==> src/rtl/ux607_perips_pkg.sv <==
`default_nettype none
// ============================================================================
// Module   : ux607_perips_pkg
// Brief    : Shared definitions for the ux607 peripheral fabric: software
//            operation encoding and the per-bit operation helper.
// Revision : 1.0 - initial release
// ============================================================================
package ux607_perips_pkg;

    // Two-bit software operation field
    typedef logic [1:0] op_t;

    localparam op_t OP_WRITE  = 2'd0;
    localparam op_t OP_SET    = 2'd1;
    localparam op_t OP_CLEAR  = 2'd2;
    localparam op_t OP_TOGGLE = 2'd3;

    // Result of applying one software operation to a single register bit
    function automatic logic apply_op(input op_t op, input logic cur, input logic wdata);
        logic res;
        res = cur;
        case (op)
            OP_WRITE:  res = wdata;
            OP_SET:    res = 1'b1;
            OP_CLEAR:  res = 1'b0;
            OP_TOGGLE: res = ~cur;
            default:   res = cur;
        endcase
        return res;
    endfunction

endpackage
`default_nettype wire

==> src/rtl/ux607_async_reset_reg_cell.sv <==
`default_nettype none
// ============================================================================
// Module   : ux607_async_reset_reg_cell
// Brief    : One register bit: hardware-event synchroniser, rising-edge
//            detector, software/hardware next-state merge and the state flop.
// Revision : 1.0 - initial release
// ============================================================================
module ux607_async_reset_reg_cell
    import ux607_perips_pkg::*;
#(
    parameter int   SYNC_STAGES = 2,
    parameter logic RESET_BIT   = 1'b0
) (
    input  logic       clock,
    input  logic       reset,
    input  logic       sw_en,
    input  logic [1:0] op,
    input  logic       wdata,
    input  logic       hw_set,
    output logic       q,
    output logic       change
);

    logic [SYNC_STAGES-1:0] sync_q;
    logic [SYNC_STAGES-1:0] sync_d;
    logic                   prev_q;
    logic                   prev_d;
    logic                   bit_q;
    logic                   bit_d;
    logic                   hw_rise;

    // Next-state: shift the synchroniser, track the edge flop, merge software op
    // with the hardware event (the event always wins so it is never dropped)
    always_comb begin
        sync_d  = {sync_q[SYNC_STAGES-2:0], hw_set};
        prev_d  = sync_q[SYNC_STAGES-1];
        hw_rise = sync_q[SYNC_STAGES-1] & ~prev_q;
        bit_d   = bit_q;
        if (sw_en) begin
            bit_d = apply_op(op, bit_q, wdata);
        end
        if (hw_rise) begin
            bit_d = 1'b1;
        end
    end

    // State flops; reset discards any in-flight synchronised event
    always_ff @(posedge clock or negedge reset) begin
        if (!reset) begin
            sync_q <= '0;
            prev_q <= 1'b0;
            bit_q  <= RESET_BIT;
        end else begin
            sync_q <= sync_d;
            prev_q <= prev_d;
            bit_q  <= bit_d;
        end
    end

    assign q      = bit_q;
    assign change = bit_d ^ bit_q;

endmodule
`default_nettype wire

==> src/rtl/ux607_async_reset_reg_vec_ctl.sv <==
`default_nettype none
// ============================================================================
// Module   : ux607_async_reset_reg_vec_ctl
// Brief    : Parametrised control/status register vector with masked software
//            write/set/clear/toggle, synchronised hardware set events and a
//            registered one-cycle change-notification pulse.
// Revision : 1.0 - initial release
// ============================================================================
module ux607_async_reset_reg_vec_ctl
    import ux607_perips_pkg::*;
#(
    parameter int               WIDTH       = 8,
    parameter logic [WIDTH-1:0] RESET_VAL   = '0,
    parameter int               SYNC_STAGES = 2
) (
    input  logic             clock,
    input  logic             reset,
    input  logic             io_en,
    input  logic [1:0]       io_op,
    input  logic [WIDTH-1:0] io_d,
    input  logic [WIDTH-1:0] io_mask,
    input  logic [WIDTH-1:0] io_hw_set,
    output logic [WIDTH-1:0] io_q,
    output logic             io_changed
);

    logic [WIDTH-1:0] bit_q;
    logic [WIDTH-1:0] bit_change;
    logic [WIDTH-1:0] sw_en_bit;
    logic             changed_q;
    logic             changed_d;

    // Per-bit software enable: strobe qualified by the operation mask
    always_comb begin
        sw_en_bit = {WIDTH{io_en}} & io_mask;
    end

    generate
        for (genvar i = 0; i < WIDTH; i++) begin : g_bit
            ux607_async_reset_reg_cell #(
                .SYNC_STAGES (SYNC_STAGES),
                .RESET_BIT   (RESET_VAL[i])
            ) u_cell (
                .clock  (clock),
                .reset  (reset),
                .sw_en  (sw_en_bit[i]),
                .op     (io_op),
                .wdata  (io_d[i]),
                .hw_set (io_hw_set[i]),
                .q      (bit_q[i]),
                .change (bit_change[i])
            );
        end
    endgenerate

    // Any bit about to change raises the notification for the following cycle
    always_comb begin
        changed_d = |bit_change;
    end

    // Change-notification flop, updated on the same edge as the register bits
    always_ff @(posedge clock or negedge reset) begin
        if (!reset) begin
            changed_q <= 1'b0;
        end else begin
            changed_q <= changed_d;
        end
    end

    assign io_q       = bit_q;
    assign io_changed = changed_q;

endmodule
`default_nettype wire

==> config.mk <==
export PLATFORM = sky130hd
export DESIGN_NAME = ux607_async_reset_reg_vec_ctl
export DESIGN_NICKNAME = d
export VERILOG_FILES = /design/src/rtl/ux607_perips_pkg.sv /design/src/rtl/ux607_async_reset_reg_cell.sv /design/src/rtl/ux607_async_reset_reg_vec_ctl.sv
export SDC_FILE = /design/constraint.sdc
export NUM_CORES = 1
export LEC_CHECK = 0
export CELL_PAD_IN_SITES_DETAIL_PLACEMENT = 1
export CELL_PAD_IN_SITES_GLOBAL_PLACEMENT = 1
export CORE_MARGIN = 3
export CORE_UTILIZATION = 39
export DETAILED_ROUTE_END_ITERATION = 16
export PLACE_DENSITY = 0.8
export SYNTH_ARGS = -nofsm -noshare
export SYNTH_HDL_FRONTEND = slang
export SYNTH_HIERARCHICAL = 1
export SYNTH_SLANG_ARGS = --single-unit
==> constraint.sdc <==
create_clock -name clock -period 3.7 [get_ports clock]
set_clock_uncertainty 0.15 [all_clocks]
set_input_delay 0.37 -clock clock [delete_from_list [all_inputs] [get_ports clock]]
set_output_delay 0.37 -clock clock [all_outputs]
set_load 0.02 [all_outputs]
Yosys cells after proc, flatten, opt, wreduce, memory -nomap -nowiden:

Index checks and enable logic that the tools add are counted.

* input port bits: 29
* output and inout port bits: 9
* bits in registers: 33
* logic and storage cells: 87

* multiplexer cells: 24
* bitwise gates (word level): 33
* reductions and logical operators: 2
* equality and inequality tests: 3

Operator list (number)
* 1-bit one-hot mux with 4 select lines: 8
* 1-bit two-way mux: 16
* 1-bit NOT: 16
* 1-bit AND: 8
* 8-bit AND: 1
* 8-bit OR reduction: 1
* 1-bit bitwise XOR: 8
* 2-bit == test, second input constant: 2
* 2-bit by 1-bit == test with 1-bit output, second input constant: 1
* 2-bit logical NOT: 1

Depth between registers and ports, before layout:

Gate-level depths: netlist of run 1.

* depth in word-level cells: 6
* gate-level depth with buffers: 6

Cells and area by module:

Netlist of run 1, hierarchy kept.

By module, submodules not included
* ux607_async_reset_reg_cell: area each 166.4 sq um, cells each 15, times used 8
* ux607_async_reset_reg_vec_ctl: area each 91.3 sq um, cells each 12, times used 1

Worst setup path before layout of run 1:

OpenSTA, ideal clock, no wires.

* path kind: input-to-reg
* from: in io_mask[1]
* to: reg changed_q, in the netlist io_changed
* setup slack: 2272 ps
* setup time: 129 ps
* stages on the path: 6
* arrival time: 1150 ps
* cells stage by stage: and2_1 -> nor2b_1 -> o21ai_0 -> o211ai_1 -> nor4_1 -> nand2_1

* word-level cells in the longest chain between the ends: 5

RTL lines
* start, declared: RTL line ux607_async_reset_reg_vec_ctl.sv:21 `input logic [WIDTH-1:0] io_mask,`
* 8-bit AND: RTL line ux607_async_reset_reg_vec_ctl.sv:35 `sw_en_bit = {WIDTH{io_en}} & io_mask;`
* 1-bit two-way mux: RTL line ux607_async_reset_reg_cell.sv:39 `if (sw_en) begin`
* 1-bit two-way mux: RTL line ux607_async_reset_reg_cell.sv:42 `if (hw_rise) begin`
* 1-bit bitwise XOR: RTL line ux607_async_reset_reg_cell.sv:61 `assign change = bit_d ^ bit_q;`
* net bit_change[1]: RTL line ux607_async_reset_reg_vec_ctl.sv:28 `logic [WIDTH-1:0] bit_change;`
* 8-bit OR reduction: RTL line ux607_async_reset_reg_vec_ctl.sv:58 `changed_d = |bit_change;`
* net changed_d: RTL line ux607_async_reset_reg_vec_ctl.sv:31 `logic changed_d;`
* end signal, assigned: RTL line ux607_async_reset_reg_vec_ctl.sv:66 `changed_q <= changed_d;`
* end, declared: RTL line ux607_async_reset_reg_vec_ctl.sv:30 `logic changed_q;`

The timed path passes the listed nets, and every way through them passes these cells.

Worst setup path after layout of run 1:

* from: in io_op[1]
* to: reg changed_q, in the netlist io_changed

* word-level cells in the longest chain between the ends: 6
* elaborated cells between the ends (all ways): 37
* those cells by class: 3 x eq/ne; 24 x mux; 8 x bitwise; 2 x reduce/logical

RTL lines
* start, declared: RTL line ux607_async_reset_reg_vec_ctl.sv:19 `input logic [1:0] io_op,`
* 2-bit == test, or another cell as far along: RTL line ux607_perips_pkg.sv:22 `case (op)`
* 1-bit one-hot mux with 4 select lines (*): RTL line ux607_perips_pkg.sv:22
* 1-bit two-way mux (*): RTL line ux607_async_reset_reg_cell.sv:39
* 1-bit two-way mux (*): RTL line ux607_async_reset_reg_cell.sv:42
* 1-bit bitwise XOR (*): RTL line ux607_async_reset_reg_cell.sv:61
* net bit_change[1]: RTL line ux607_async_reset_reg_vec_ctl.sv:28
* 8-bit OR reduction (*): RTL line ux607_async_reset_reg_vec_ctl.sv:58
* net changed_d: RTL line ux607_async_reset_reg_vec_ctl.sv:31

Mark *: on every way through the listed nets, which the timed path passes. The rest lies on a longest branch.

==> reports/qor.csv, run 1 <==
stage,metric,value,unit
sta,finalWorstSetupSlack,1480,ps
detailed_routing,ant_nets,0,
placement,hpwl,2590,um
final_layout,final_cell_count_no_fill,223,
die,start_util,41.6,%
clock_tree,cts_tree,done,
clock_tree,cts_buffers,5,
power_and_ir_drop,p_per_area,395,nW/um2
setup_path,path_cells,"clkdlybuf4s50_1, nor2b_1, o21ai_0, o211ai_1, nor4_1, nand2_1",
die,die_h,66.4,um
setup_path,critPathCaptureType,register,
final_layout,nFillCells,378,
clock_tree,root_buffer,clkbuf_4,
grt,antenna_found_initial,0,
synthesis,netlist_area,1420,um2
placement,port_buffers,37,
sta,relSlewSlack,45.1,%
synthesis,postSynthCellCount,132,
job,drv_cap,0,
grt,grt_overflow,0,
final_layout,antennaDiodeCount,0,
placement,place_area,1860,um2
synthesis,synthDistinctLibCells,11,
clock_tree,clk_latency,320,ps
setup_path,slowest_stage,clkdlybuf4s50_1,
die,core,3420,um2
die,die_area,4410,um2
grt,track_usage,18.0,%
synthesis,synthTopCellsByCount,"dfrtp_1 (33), nand2b_1 (16), nor2b_1 (16), o211ai_1 (16), nand2_1 (9)",
setup_path,slowest_delay,1010,ps
placement,placed_cells,216,
hold_path,hold_path.class,reg2reg,
sta,finalCriticalPeriod,2220,ps
setup_path,worstSetupStartpointType,input port,
placement,gp_congestion,0.682,
synthesis,synth_area_per_cell,10.8,um2
final_layout,area_delta_synth_final,34.5,%
clock_tree,post_cts_buffers,0,
synthesis,yosysTopAreaCellShare,58.0,%
synthesis,syn_nets,161,
detailed_routing,drc,0,
final_layout,nets,206,
clock_tree,clk_pin_slew,90,ps
final_layout,regArea,826,um2
synthesis,synth_area_leaders,"dfrtp_1 (58%), o211ai_1 (8.4%), nand2b_1 (7.0%)",
detailed_routing,drt-vias-per-instance,5.37,
setup_path,required,3760,ps
detailed_routing,vias,1198,
clock_tree,htreeDepth,2,
synthesis,synth_edf_count,0,
grt,first_global_vias,1258,
synthesis,synth_top_cell_by_area,dfrtp_1,
power_and_ir_drop,p_leak,0.747,nW
power_and_ir_drop,total_power,0.756,mW
grt,grt_first_pass_wirelength,5950,um
grt,grt_start_max_net_pins,34,
die,rows,21,
power_and_ir_drop,ir_drop,0.000272,V
detailed_routing,wl,3550,um
setup_path,arrival,2280,ps
sta,hold_viol,0,
clock_tree,cts_hold_buf,0,
hold_path,worst_hold_path.num_cells,0,
clock_tree,ctsResizeCount,0,
final_layout,drive_gt1_share,3.95,%
clock_tree,clock_sinks,33,
clock_tree,cts_buffer_depth,2,
synthesis,synth_flop_cell,dfrtp_1,
synthesis,async_flop_share,100,%
setup_path,path_buf_inv,1,
synthesis,ys_ff_latch,33,
detailed_routing,drt_pass1_iterations,4,
sta,fmax,0.451,GHz
synthesis,ys.warnings.count,6,
die,die_w,66.4,um
sta,worst_pin_slew,821,ps
setup_path,rr_worst_depth,5,
detailed_routing,wl_per_cell,15.9,um
sta,drv_slew,0,
sta,rsz0062_at_grt,false,
run_status,outcome,completed,
die,pin_count,38,
setup_path,crit_type,in2reg,
sta,fin_tns_setup,0,ps
sta,setup_viol,0,
setup_path,path_depth,6,
detailed_routing,initialDrtViolationCount,78,
final_layout,multi_input_area,597,um2
synthesis,synth.most_common_cell,dfrtp_1,
setup_path,critical_path.max_fanout,24,
synthesis,synth-seq-area-share,58.0,%
sta,fin_crit_sh,60.0,%
placement,dp_slack,1130,ps
final_layout,final_area,1910,um2
setup_path,critPathTopFamily,buffers and inverters,
==> report_power, final <==
| part | internal [mW] | switching (mW) |
|---|---|---|
| registers | 0.386 | 0.0224 |
| logic | 0.0763 | 0.0719 |
| clock network | 0.0896 | 0.110 |
| total | 0.552 | 0.204 |
==> state kept, by name (all words and copies together), names as in the netlist <==
signal	flops
g_bit.u_cell/prev_q	8
g_bit.u_cell/q	8
g_bit.u_cell/sync_q	16
io_changed	1
==> cell families after synthesis <==
logic type       Yosys count  synth area share (%)
AO/OA/AOI/OAI             32                  16.2
AND/OR/NAND/NOR           67                  25.8
flip-flops                33                  58.0
==> worst register-to-register path, stage by stage, from the launching register on <==
cell,delay (ps)
dfrtp_1,380
nand2b_1,180
o2111ai_1,120
o211ai_1,130
nor4_1,310
nand2_1,90
==> cells in the final DEF (no fill, tap or decap) <==
| cell | Yosys | layout |
|---|---|---|
| nor4_1 | 2 | 2 |
| clkbuf_4 | 0 | 5 |
| nand2b_1 | 16 | 16 |
| clkbuf_8 | 0 | 1 |
| clkbuf_1 | 0 | 1 |
| nand3_1 | 8 | 8 |
| o211ai_1 | 16 | 16 |
| clkdlybuf4s50_1 | 0 | 37 |
| nand2_1 | 9 | 9 |
| and2_1 | 8 | 8 |
| buf_4 | 0 | 1 |
| o21ai_0 | 8 | 8 |
| o2111ai_1 | 8 | 8 |
| dfrtp_1 | 33 | 33 |
| nor2_1 | 8 | 8 |
| nor2b_1 | 16 | 16 |
==> path summary, 6_finish.rpt <==
check | from | endpoint | slack (ps)
worst max-delay path | io_op[1] | io_changed$_DFF_PN0_ | 1480
worst min-delay path | g_bit[1].u_cell/sync_q[0]$_DFF_PN0_ | g_bit[1].u_cell/sync_q[1]$_DFF_PN0_ | 200
worst max register to register | g_bit[1].u_cell/prev_q$_DFF_PN0_ | io_changed$_DFF_PN0_ | 2230
worst min register to register | g_bit[1].u_cell/sync_q[0]$_DFF_PN0_ | g_bit[1].u_cell/sync_q[1]$_DFF_PN0_ | 200
max in group asynchronous | reset | g_bit[0].u_cell/prev_q$_DFF_PN0_ | 2800
min in group asynchronous | reset | g_bit[7].u_cell/sync_q[0]$_DFF_PN0_ | 290
==> metrics by stage <==
step	hold slack, ps	util [%]
final	204	56.0
after global routing	219	56.0
after CTS	207	56.0
after detailed placement	186	54.4
after global placement	182	54.4
after floorplan	-75.6	-
==> layer usage <==
metal	part of all wire (%)	routed length, um	GRT usage, %	vias up
met4	0.96	34	5.08	0
met1	41	1460	21.3	601
met5	0	0	0	-
li1	-	-	-	567
met2	53	1890	30.9	26
met3	4.5	160	6.12	4
==> layout make-up <==
| type | instances | share of cell area, % |
|---|---|---|
| Sequential cell | 33 | 43.2 |
| Multi-Input combinational cell | 99 | 31.2 |
| Tap cell | 46 | 3.01 |
| Timing Repair Buffer | 38 | 19.8 |
| Clock buffer | 7 | 2.88 |
Note: power is estimated with default switching activity, not from simulation.
==> inputs of run 2 (changes only) <==
- CORE_UTILIZATION: 39 -> 33
- PLACE_DENSITY: 0.8 -> 0.72
- clock period: 3.7 -> 1.8 ns (I/O delays scaled with it)
==> reports/qor.csv, run 2 (synthesis results as in run 1) <==
stage,metric,value,unit,change
placement,port_buffers,37,,unchanged
detailed_routing,drt-vias-per-instance,5.19,,-3.4%
clock_tree,clk_latency,280,ps,-40 ps
detailed_routing,vias,1219,,+1.8%
final_layout,final_area,2050,um2,+7.1%
power_and_ir_drop,total_power,1.76,mW,+130%
final_layout,nFillCells,446,,+18%
detailed_routing,initialDrtViolationCount,30,,-62%
clock_tree,cts_buffer_depth,2,,unchanged
sta,hold_viol,0,,unchanged
die,die_w,71.7,um,+7.9%
clock_tree,htreeDepth,2,,unchanged
sta,relSlewSlack,72.5,%,+27 points
detailed_routing,wl_per_cell,15.2,um,-4.3%
sta,setup_viol,0,,unchanged
setup_path,worstSetupStartpointType,register,,
grt,first_global_vias,1320,,+4.9%
sta,drv_slew,0,,unchanged
sta,holdWs,137,ps,-67.4 ps
power_and_ir_drop,ir_drop,0.000526,V,+93%
final_layout,largest_register,g_bit.u_cell/sync_q,,
detailed_routing,drt_pass1_iterations,4,,unchanged
setup_path,required,1470,ps,-2290 ps
clock_tree,cts_hold_buf,0,,unchanged
die,start_util,34.8,%,-6.8 points
setup_path,slowest_delay,640,ps,-370 ps
sta,worst_pin_slew,413,ps,-408 ps
setup_path,path_buf_inv,1,,unchanged
final_layout,drive_gt1_share,9.19,%,+5.2 points
sta,fmax,0.590,GHz,
final_layout,finish.utilization,50.1,%,-5.9 points
detailed_routing,ant_nets,0,,unchanged
die,die_area,5130,um2,+16%
hold_path,hold_path.class,in2async,,
placement,gp_congestion,0.702,,+3.0%
power_and_ir_drop,p_per_area,861,nW/um2,+120%
grt,grt_first_pass_wirelength,6040,um,+1.5%
sta,rsz0062_at_grt,false,,
setup_path,critPathCaptureType,primary output,,
detailed_routing,wl,3580,um,+0.82%
final_layout,antennaDiodeCount,0,,unchanged
clock_tree,clock_sinks,33,,unchanged
setup_path,path_cells,clkdlybuf4s50_1,,
sta,finalCriticalPeriod,1690,ps,
setup_path,arrival,1360,ps,-920 ps
clock_tree,root_buffer,clkbuf_8,,
placement,hpwl,2730,um,+5.6%
grt,grt_start_max_net_pins,34,,unchanged
die,core,4090,um2,+20%
clock_tree,post_cts_buffers,0,,unchanged
final_layout,nets,213,,+3.4%
grt,grt_overflow,0,,unchanged
die,die_h,71.7,um,+7.9%
grt,antenna_found_initial,0,,unchanged
die,rows,23,,+9.5%
placement,place_area,1940,um2,+4.4%
final_layout,area_delta_synth_final,44.0,%,
final_layout,final_common_cell,clkdlybuf4s50_1,,
job,drv_cap,0,,unchanged
sta,fin_crit_sh,94.1,%,
grt,track_usage,15.4,%,-2.6 points
power_and_ir_drop,p_leak,0.815,nW,+9.1%
final_layout,final_cell_mix,"clkdlybuf4s50_1 (37), dfrtp_1 (33), nor2b_1 (16), o211ai_1 (16), nand2b_1 (16)",,
die,pin_count,38,,unchanged
setup_path,crit_type,reg2out,,
clock_tree,clk_pin_slew,70,ps,-20 ps
clock_tree,cts_tree,done,,
setup_path,slowest_stage,clkdlybuf4s50_1,,
setup_path,critical_path.max_fanout,6,,-75%
clock_tree,cts_buffers,5,,unchanged
final_layout,largest_register_ffs,16,,unchanged
detailed_routing,drc,0,,unchanged
setup_path,critPathTopFamily,buffers and inverters,,
run_status,outcome,completed,,
==> run 2: power by group <==
part | switching [mW] | total [mW] | leakage [nW] | internal [mW]
Sequential | 0.0481 | 0.843 | 0.375 | 0.795
Combinational | 0.150 | 0.324 | 0.385 | 0.174
Clock | 0.252 | 0.597 | 0.0542 | 0.345
==> run 2: final cells by class <==
class / instances / area [um2] / area share, %
tap: 50 / 62.6 / 3.05
multi-input combinational: 99 / 603 / 29.4
clock buffer: 7 / 96.3 / 4.70
timing repair buffer: 45 / 455 / 22.2
clock inverter: 1 / 5.00 / 0.244
sequential: 33 / 826 / 40.3
==> run 2: path summary, 6_finish.rpt <==
kind / slack [ps] / start / endpoint / depth (start not counted)
setup / recovery: 110 / g_bit[4].u_cell/q$_DFF_PN0_ / io_q[4] / 1
setup reg to reg: 390 / g_bit[0].u_cell/prev_q$_DFF_PN0_ / io_changed$_DFF_PN0_ / 5
max in group asynchronous: 1050 / reset / g_bit[5].u_cell/sync_q[0]$_DFF_PN0_ / 2
hold / removal: 140 / reset / g_bit[7].u_cell/q$_DFF_PN0_ / 2
min in group clock: 180 / io_hw_set[7] / g_bit[7].u_cell/sync_q[0]$_DFF_PN0_ / 1
hold reg to reg: 200 / g_bit[6].u_cell/sync_q[0]$_DFF_PN0_ / g_bit[6].u_cell/sync_q[1]$_DFF_PN0_ / 0
==> run 2: per-stage QoR <==
stage,worst slack [ps],setup TNS (ps),std cells
final,106,0,235
after global routing,3.40,0,235
after CTS,48.8,0,235
after detailed placement,-259,-259,227
after global placement,-237,-237,227
after floorplan,465,0,132
==> run 2: repair_timing <==
action                                 4_1_cts  5_1_grt
endpoints found under the hold margin        0        0
setup endpoints to repair                    0        1
resized for setup                            0        1
==> run 2: layer usage <==
metal | GRT usage, % | vias to the layer above | part of all wire [%] | wire length [um]
li1 | - | 578 | - | -
met1 | 16.8 | 614 | 40 | 1440
met2 | 27.3 | 23 | 55 | 1950
met3 | 4.77 | 4 | 3.9 | 140
met4 | 6.89 | 0 | 1.2 | 42
met5 | 0 | - | 0 | 0
